$ cat config.mk
export PLATFORM = sky130hd
export DESIGN_NAME = clk_div_bank_flat
export DESIGN_NICKNAME = d
export VERILOG_FILES = /design/src/rtl/clk_div_bank_if.sv /design/src/rtl/clk_div_bank.sv /design/src/flat_wrapper.sv
export SDC_FILE = /design/constraint.sdc
export NUM_CORES = 1
export LEC_CHECK = 0
export CORE_ASPECT_RATIO = 1.25
export CORE_MARGIN = 5
export CORE_UTILIZATION = 40
export CTS_BUF_LIST = sky130_fd_sc_hd__clkbuf_4
export CTS_CLUSTER_DIAMETER = 30
export DETAILED_ROUTE_END_ITERATION = 16
export DONT_BUFFER_PORTS = 1
export PLACE_DENSITY_LB_ADDON = 0.08
export SETUP_SLACK_MARGIN = 0.5
export SLEW_MARGIN = 20
export SYNTH_ARGS = -nofsm -noshare
export SYNTH_HDL_FRONTEND = slang
export SYNTH_SLANG_ARGS = --single-unit
$ cat constraint.sdc
create_clock -name clk -period 7.8 [get_ports clk]
set_input_delay 2.34 -clock clk [delete_from_list [all_inputs] [get_ports clk]]
set_output_delay 2.34 -clock clk [all_outputs]
set_load 0.01 [all_outputs]
$ cat src/rtl/clk_div_bank_if.sv
// Divisor configuration port of the clock divider bank: valid/ready write
// handshake carrying a channel select and a new divisor value.
interface clk_div_bank_if #(
    parameter int NCH = 4,
    parameter int DW  = 16
);
    localparam int SW = (NCH > 1) ? $clog2(NCH) : 1;

    logic          cfg_valid;
    logic          cfg_ready;
    logic [SW-1:0] cfg_sel;
    logic [DW-1:0] cfg_div;

    modport master (
        output cfg_valid,
        output cfg_sel,
        output cfg_div,
        input  cfg_ready
    );

    modport slave (
        input  cfg_valid,
        input  cfg_sel,
        input  cfg_div,
        output cfg_ready
    );
endinterface

$ cat src/rtl/clk_div_bank.sv
// Multi-channel programmable clock divider. Each channel walks a phase
// counter 0..N-1 and drives a registered ~50% duty clock plus a tick on the
// first cycle of every period. New divisors wait as pending until the
// running period ends, so a period is never cut short or stretched.
module clk_div_bank #(
    parameter int NCH         = 4,
    parameter int DW          = 16,
    parameter int DEFAULT_DIV = 16
) (
    input  logic           clk,
    input  logic           rst,
    input  logic [NCH-1:0] en,
    input  logic           sync,
    clk_div_bank_if.slave  cfg,
    output logic [NCH-1:0] clk_out,
    output logic [NCH-1:0] tick
);
    localparam int SW = (NCH > 1) ? $clog2(NCH) : 1;

    logic [DW-1:0] phase_q [NCH];
    logic [DW-1:0] div_q   [NCH];
    logic [DW-1:0] pdiv_q  [NCH];
    logic [NCH-1:0] pend_q;
    logic [NCH-1:0] act_q;

    logic [DW-1:0] phase_nx [NCH];
    logic [DW-1:0] div_nx   [NCH];
    logic [DW-1:0] pdiv_nx  [NCH];
    logic [DW-1:0] hi       [NCH];
    logic [NCH-1:0] pend_nx;
    logic [NCH-1:0] apply;
    logic [NCH-1:0] clk_nx;
    logic [NCH-1:0] tick_nx;
    logic           wr_acc;

    // Ready reflects only the addressed channel's pending slot; indices past
    // the last channel are always accepted and then dropped.
    always_comb begin
        cfg.cfg_ready = 1'b1;
        if (int'(cfg.cfg_sel) < NCH)
            cfg.cfg_ready = ~pend_q[cfg.cfg_sel];
    end

    assign wr_acc = cfg.cfg_valid & cfg.cfg_ready;

    // Per-channel next phase, divisor hand-over and registered output values.
    // Priority: disable, then (re)start or sync, then stopped/N=1, then wrap.
    always_comb begin
        for (int i = 0; i < NCH; i++) begin
            apply[i]    = 1'b0;
            phase_nx[i] = '0;
            div_nx[i]   = div_q[i];
            pdiv_nx[i]  = pdiv_q[i];
            if (!en[i])
                apply[i] = 1'b1;
            else if (!act_q[i] || sync)
                apply[i] = 1'b1;
            else if (div_q[i] <= DW'(1))
                apply[i] = 1'b1;
            else if (phase_q[i] == div_q[i] - DW'(1))
                apply[i] = 1'b1;
            else
                phase_nx[i] = phase_q[i] + DW'(1);

            if (apply[i] && pend_q[i])
                div_nx[i] = pdiv_q[i];

            // A write landing on the same edge as an apply becomes the next
            // pending value rather than being lost.
            pend_nx[i] = pend_q[i] & ~apply[i];
            if (wr_acc && (cfg.cfg_sel == SW'(i))) begin
                pend_nx[i] = 1'b1;
                pdiv_nx[i] = cfg.cfg_div;
            end

            hi[i]      = (div_nx[i] >> 1) + {{(DW-1){1'b0}}, div_nx[i][0]};
            clk_nx[i]  = en[i] && (div_nx[i] != '0) && (phase_nx[i] < hi[i]);
            tick_nx[i] = en[i] && (div_nx[i] != '0) && (phase_nx[i] == '0);
        end
    end

    // Channel state and registered outputs; reset discards pending writes.
    always_ff @(posedge clk or negedge rst) begin
        if (!rst) begin
            for (int i = 0; i < NCH; i++) begin
                phase_q[i] <= '0;
                div_q[i]   <= DW'(DEFAULT_DIV);
                pdiv_q[i]  <= '0;
            end
            pend_q  <= '0;
            act_q   <= '0;
            clk_out <= '0;
            tick    <= '0;
        end else begin
            for (int i = 0; i < NCH; i++) begin
                phase_q[i] <= phase_nx[i];
                div_q[i]   <= div_nx[i];
                pdiv_q[i]  <= pdiv_nx[i];
            end
            pend_q  <= pend_nx;
            act_q   <= en;
            clk_out <= clk_nx;
            tick    <= tick_nx;
        end
    end
endmodule

$ cat src/flat_wrapper.sv
// flat-port wrapper written by rule: the top's interface ports become plain ports
module clk_div_bank_flat 
#(
    parameter int NCH         = 4,
    parameter int DW          = 16,
    parameter int DEFAULT_DIV = 16
)
  (clk, rst, en, sync, clk_out, tick, cfg_cfg_valid, cfg_cfg_sel, cfg_cfg_div, cfg_cfg_ready);
  clk_div_bank_if #(.NCH(NCH), .DW(DW)) cfg_i ();
  input  logic clk;
  input  logic rst;
  input  logic [NCH-1:0] en;
  input  logic sync;
  output logic [NCH-1:0] clk_out;
  output logic [NCH-1:0] tick;
  input wire logic [$bits(cfg_i.cfg_valid)-1:0] cfg_cfg_valid;
  input wire logic [$bits(cfg_i.cfg_sel)-1:0] cfg_cfg_sel;
  input wire logic [$bits(cfg_i.cfg_div)-1:0] cfg_cfg_div;
  output wire logic [$bits(cfg_i.cfg_ready)-1:0] cfg_cfg_ready;
  assign cfg_i.cfg_valid = cfg_cfg_valid;
  assign cfg_i.cfg_sel = cfg_cfg_sel;
  assign cfg_i.cfg_div = cfg_cfg_div;
  assign cfg_cfg_ready = cfg_i.cfg_ready;
  clk_div_bank #(.NCH(NCH), .DW(DW), .DEFAULT_DIV(DEFAULT_DIV)) u_core (.clk(clk), .rst(rst), .en(en), .sync(sync), .cfg(cfg_i), .clk_out(clk_out), .tick(tick));
endmodule
==> impl_metrics.ini, run 1 <==
[worst_setup_path]
cp-end-kind = register
crit_type = register to register
startpoint_type = register
crit_path_max_fanout = 45
slowest_delay_ns = 0.71
cpMostUsedCell = ha_1
cp.arrival_ns = 6.94
slowest_stage = nor3b_1
required_ns = 8.43

[sta]
fin_skew_ns = 0.0310
setup_viol = 0
tightest_slew_ns = 0.828
period_share_pct = 80.9
fin_setup_tns_ns = 0
slew_violations = 0
max_slew_margin_pct = 44.7
period_needed_ns = 6.31
hold_slack_ns = 0.500
final-hold-violation-count = 0
fmax_ghz = 0.158
rsz0062_at_grt = false

[floorplan]
initial_core_util_pct = 40.2
die_area_mm2 = 0.0413
die_h_um = 226
fp.dieW_um = 183
core_area_mm2 = 0.0371
ioPinCount = 35
rows = 79

[logic_synthesis]
synth_fp_nets = 1701
syn_inst = 1591
avgSynthCellArea_um2 = 9.38
ys.flop_type = dfrtp_1
async_reset_ff_share_pct = 100
yosys.cell_types.count = 86
seq_area_frac_synth_pct = 34.9
synth-seq-cells = 208
synth-edff-count = 0
yosys_warnings = 0
netlist_area_mm2 = 0.0149

[place]
dp_hpwl_mm = 30.0
place.gp.congestion = 0.842
place.port_buffers = 0

[cts]
htree_levels = 3
postCtsSetupBuffers = 0
path_clk_slew_ns = 0.06
cts_hold_buf = 0
cts_resized = 0
cts_tree = yes
numCtsBuffers = 70
clockBufferDepth = 3
clock_latency_ns = 0.74
cts_root_buf = clkbuf_4
cts_sinks = 208

[final_layout]
seq_area_mm2 = 0.00521
fill_cells = 3696
final_nets = 1693
multi_input_area_mm2 = 0.00912
drive_gt1_share_pct = 16.5
syn2layout_area_growth_pct = 7.93

[status]
outcome = completed

[pwr]
worst_ir_drop_vdd_mv = 0.0892
power_leakage_nw = 6.75
p_per_area_mw_per_mm2 = 259

[route]
drc = 0
via_count = 11650
firstDrtPassIters = 5
wl_per_cell_um = 19.1
via_per_inst = 5.49
ant_nets = 0
drt-total-wl_mm = 40.5
drtIter0Drc = 574

[global_route]
track_usage_pct = 20.0
grt_max_degree = 209
grt_pass1_wl_mm = 65.9
grt_pass1_vias = 11988
gr-total-overflow = 0
antenna_found_initial = 1

[flow_run]
drv_cap = 0

[min_path]
hold_path.class = register to register
[worst max-delay path: cells and delay by family (launching register included)]
kind / cells / cell delay (ns)
AND/OR/NAND/NOR: 7 / 1.91
AO/OA/AOI/OAI: 10 / 1.88
adder cells (fa/ha/maj): 4 / 1.17
buffers and inverters: 3 / 0.64
flip-flops: 1 / 0.45
XOR/XNOR: 1 / 0.17
[cell usage after synthesis, drive strengths merged, types with 10 or more instances]
master / n / area (µm²)
nand4: 57 / 357
xnor2: 120 / 1050
a21o: 19 / 143
ha: 84 / 1050
clkbuf: 65 / 244
nor2: 143 / 537
nor2b: 18 / 113
dfrtp: 204 / 5100
inv: 52 / 195
nand2b: 12 / 75.1
nand3: 94 / 470
o21ai: 58 / 290
nor4: 38 / 274
a31oi: 13 / 81.3
nor3b: 10 / 75.1
buf: 25 / 180
and3: 42 / 263
or3: 16 / 105
mux2i: 26 / 280
nand2: 85 / 335
mux2: 127 / 1450
nor3: 43 / 215
a21oi: 37 / 185
xor2: 80 / 701
[cells in the final DEF, fill, tap and decap left out, types with 18 or more instances in the layout]
cell and instances:
a21o_1 19, a21oi_1 37, and3_1 42, clkbuf_4 95, dfrtp_1 204, ha_1 84, inv_1 52, mux2_2 108
mux2i_1 23, nand2_1 84, nand3_1 94, nand4_1 57, nor2_1 143, nor2b_1 18, nor3_1 41, nor4_1 35
o21ai_0 36, o21ai_1 21, xnor2_1 120, xor2_1 80
[power breakdown]
group / leakage, nW / internal (W) / switching (W)
Clock: 0.539 / 0.000635 / 0.000540
Combinational: 3.60 / 0.000620 / 0.000655
Sequential: 2.61 / 0.00129 / 0.000425
[stage by stage]
step / worst slack [ns] / utilization [%] / power (W) / cells / cell area, µm²
6_report: 1.49 / 43.4 / 0.00417 / 2122 / 16100
5_1_grt: 0.916 / 43.4 / 0.00449 / 2122 / 16100
2_1_floorplan: 1.67 / - / 0.00263 / 1591 / 14900
3_3_place_gp: 1.35 / 41.0 / 0.00300 / 1997 / 15200
3_5_place_dp: 1.26 / 41.0 / 0.00301 / 1997 / 15200
4_1_cts: 1.43 / 43.4 / 0.00423 / 2121 / 16100
[layout make-up]
class                           instances  share of cell area [%]
Tap cell                              486                    3.78
Clock buffer                           95                    4.43
Timing Repair Buffer                   10                   0.466
Inverter                               52                    1.21
Sequential cell                       208                    32.4
Multi-Input combinational cell       1241                    56.7
Clock inverter                         29                    1.08
Antenna cell                            1                  0.0155
[layer usage]
| layer | GRT usage [%] | part of all wire (%) | vias to the layer above |
|---|---|---|---|
| li1 | - | - | 5746 |
| met4 | 7.85 | 3.1 | 0 |
| met2 | 34.4 | 50 | 203 |
| met3 | 4.11 | 4.2 | 76 |
| met5 | 0 | 0 | - |
| met1 | 24.7 | 43 | 5625 |
[cells by family after synthesis]
family                   synth area share (%)
AND/OR/NAND/NOR                          21.8
buffers and inverters                    4.15
flip-flops                               34.9
adder cells (fa/ha/maj)                  7.05
multiplexers                             11.7
AO/OA/AOI/OAI                            8.61
XOR/XNOR                                 11.7
[worst paths after layout]
kind | start | to | slack, ns | depth (start not counted)
max | u_core.div_q[32] | u_core.clk_out[1] | 1.49 | 25
min | u_core.pdiv_q[17] | u_core.pdiv_q[17] | 0.50 | 1
max reg2reg | u_core.div_q[32] | u_core.clk_out[1] | 1.49 | 25
min reg2reg | u_core.pdiv_q[17] | u_core.pdiv_q[17] | 0.50 | 1
max in group asynchronous | rst | u_core.div_q[4] | 6.05 | 0
min in group asynchronous | rst | u_core.phase_q[52] | 1.30 | 0
[state kept, by name, summed over array words and instances, names as in the netlist]
| register | flops |
|---|---|
| u_core.clk_out | 4 |
| u_core.div_q | 64 |
| u_core.phase_q | 64 |
| u_core.act_q | 4 |
| u_core.tick | 4 |
| u_core.pdiv_q | 64 |
| u_core.pend_q | 4 |
Power figures use the tool's default switching activity.
==> inputs of run 2 (changes only) <==
Clock period 7.8 ns to 6.4 ns, I/O delays scaled along.
==> impl_metrics.ini, run 2 (same netlist as run 1, synthesis figures left out) <==
[route]
wl_per_cell_um = 19.4
firstDrtPassIters = 5
drt-total-wl_mm = 41.3
drtIter0Drc = 547
via_count = 11742
drc = 0
ant_nets = 0
via_per_inst = 5.50

[sta]
slew_violations = 0
period_needed_ns = 5.56
final-hold-violation-count = 0
rsz0062_at_grt = true
max_slew_margin_pct = 41.7
fin_skew_ns = 0.0309
fmax_ghz = 0.180
period_share_pct = 86.8
tightest_slew_ns = 0.874
setup_viol = 0
fin_setup_tns_ns = 0
hold_slack_ns = 0.510

[worst_setup_path]
cp.arrival_ns = 6.15
required_ns = 7.00
crit_path_max_fanout = 12
regToRegSetupSlack_ns = 0.84
crit_type = register to register
startpoint_type = register
cp-end-kind = register

[cts]
numCtsBuffers = 68
cts_tree = yes
cts_hold_buf = 0
clock_latency_ns = 0.75
cts_sinks = 208
htree_levels = 3
clockBufferDepth = 3
path_clk_slew_ns = 0.06
cts_root_buf = clkbuf_4

[pwr]
finalPower_w = 0.00510
p_per_area_mw_per_mm2 = 314
worst_ir_drop_vdd_mv = 0.101
power_leakage_nw = 6.80

[final_layout]
seq_area_mm2 = 0.00521
syn2layout_area_growth_pct = 8.71
final_nets = 1701
multi_input_area_mm2 = 0.00919
drive_gt1_share_pct = 17.9
final_cell_mix = dfrtp_1, nor2_1, xnor2_1
largestRegisters = u_core.div_q x64, u_core.pdiv_q x64, u_core.phase_q x64
fill_cells = 3732
final_common_cell = dfrtp_1
stdcell_area_mm2 = 0.0162

[flow_run]
drv_cap = 0

[global_route]
grt_pass1_wl_mm = 66.6
gr-total-overflow = 0
antenna_found_initial = 2
grt_pass1_vias = 12032
track_usage_pct = 20.1
grt_max_degree = 209

[floorplan]
core_area_mm2 = 0.0371
die_area_mm2 = 0.0413
rows = 79
ioPinCount = 35
initial_core_util_pct = 40.2
fp.dieW_um = 183
die_h_um = 226

[min_path]
hold_path.class = register to register

[place]
dpl_cell_area_mm2 = 0.0153
dp_hpwl_mm = 30.5
place.port_buffers = 0
place.gp.congestion = 0.824

[status]
outcome = completed
## run 2: cell types whose count changed in the layout (fill, tap and decap cells not counted), sizes merged
cell	previous run	this run
clkbuf	95	92
clkinv	24	26
inv	55	56
bufinv	2	1
diode	1	3
buf	10	20
## run 2: final cells by class
class | count | share of cell area (%)
antenna | 3 | 0.0463
clock buffer | 92 | 4.26
inverter | 52 | 1.20
clock inverter | 31 | 0.980
tap | 486 | 3.75
multi-input combinational | 1241 | 56.7
sequential | 208 | 32.1
timing repair buffer | 20 | 0.926
## run 2: where the power goes
group / leakage (nW) / internal (W) / total [W] / switching, W
Sequential: 2.61 / 0.00158 / 0.00208 / 0.000506
Clock: 0.526 / 0.000717 / 0.00138 / 0.000660
Combinational: 3.66 / 0.000786 / 0.00164 / 0.000851
## run 2: path summary, 6_finish.rpt
path                                   start                 end  cells after the start
min in group asynchronous                rst  u_core.phase_q[52]                      0
hold reg to reg            u_core.pdiv_q[16]   u_core.pdiv_q[16]                      1
setup reg to reg            u_core.div_q[34]   u_core.clk_out[1]                     22
max in group asynchronous                rst    u_core.div_q[23]                      0
setup / recovery            u_core.div_q[34]   u_core.clk_out[1]                     22
hold / removal             u_core.pdiv_q[16]   u_core.pdiv_q[16]                      1
## run 2: worst max-delay path: stages (launching register included)
cell and delay (ns):
dfrtp_2 0.51, or4_1 0.59, or3_1 0.37, or4_1 0.47, nand3_1 0.09, nand2_1 0.12
o31ai_4 0.33, nand2_1 0.10, o21a_1 0.13, inv_1 0.09, ha_2 0.28, nand3_1 0.09
or2_2 0.29, o21ai_1 0.18, xnor2_1 0.16, ha_1 0.27, a21oi_1 0.15, nor2b_1 0.06
o21ai_0 0.13, nand2b_1 0.08, or4_1 0.40, a21o_1 0.20, a211oi_1 0.33
## run 2: through the flow
step | instances | setup slack, ns | util, %
final | 2133 | 0.844 | 43.7
after CTS | 2128 | 0.602 | 43.5
after detailed placement | 2005 | 0.416 | 41.2
after global routing | 2133 | 0.478 | 43.7
after global placement | 2005 | 0.387 | 41.2
after floorplan | 1591 | 0.686 | -
## run 2: layer usage
metal	GRT usage [%]	vias to the layer above	wire length [µm]
met2	35.3	199	21000
met1	24.8	5707	17700
met5	0	-	0
li1	-	5764	-
met4	6.64	0	964
met3	4.01	72	1610
## run 2: repair_timing
action                     CTS  global route
setup endpoints to repair    1             4
gates resized for setup      1            16
pin swaps                    0             1
cloned                       0             0
buffers inserted             0             2
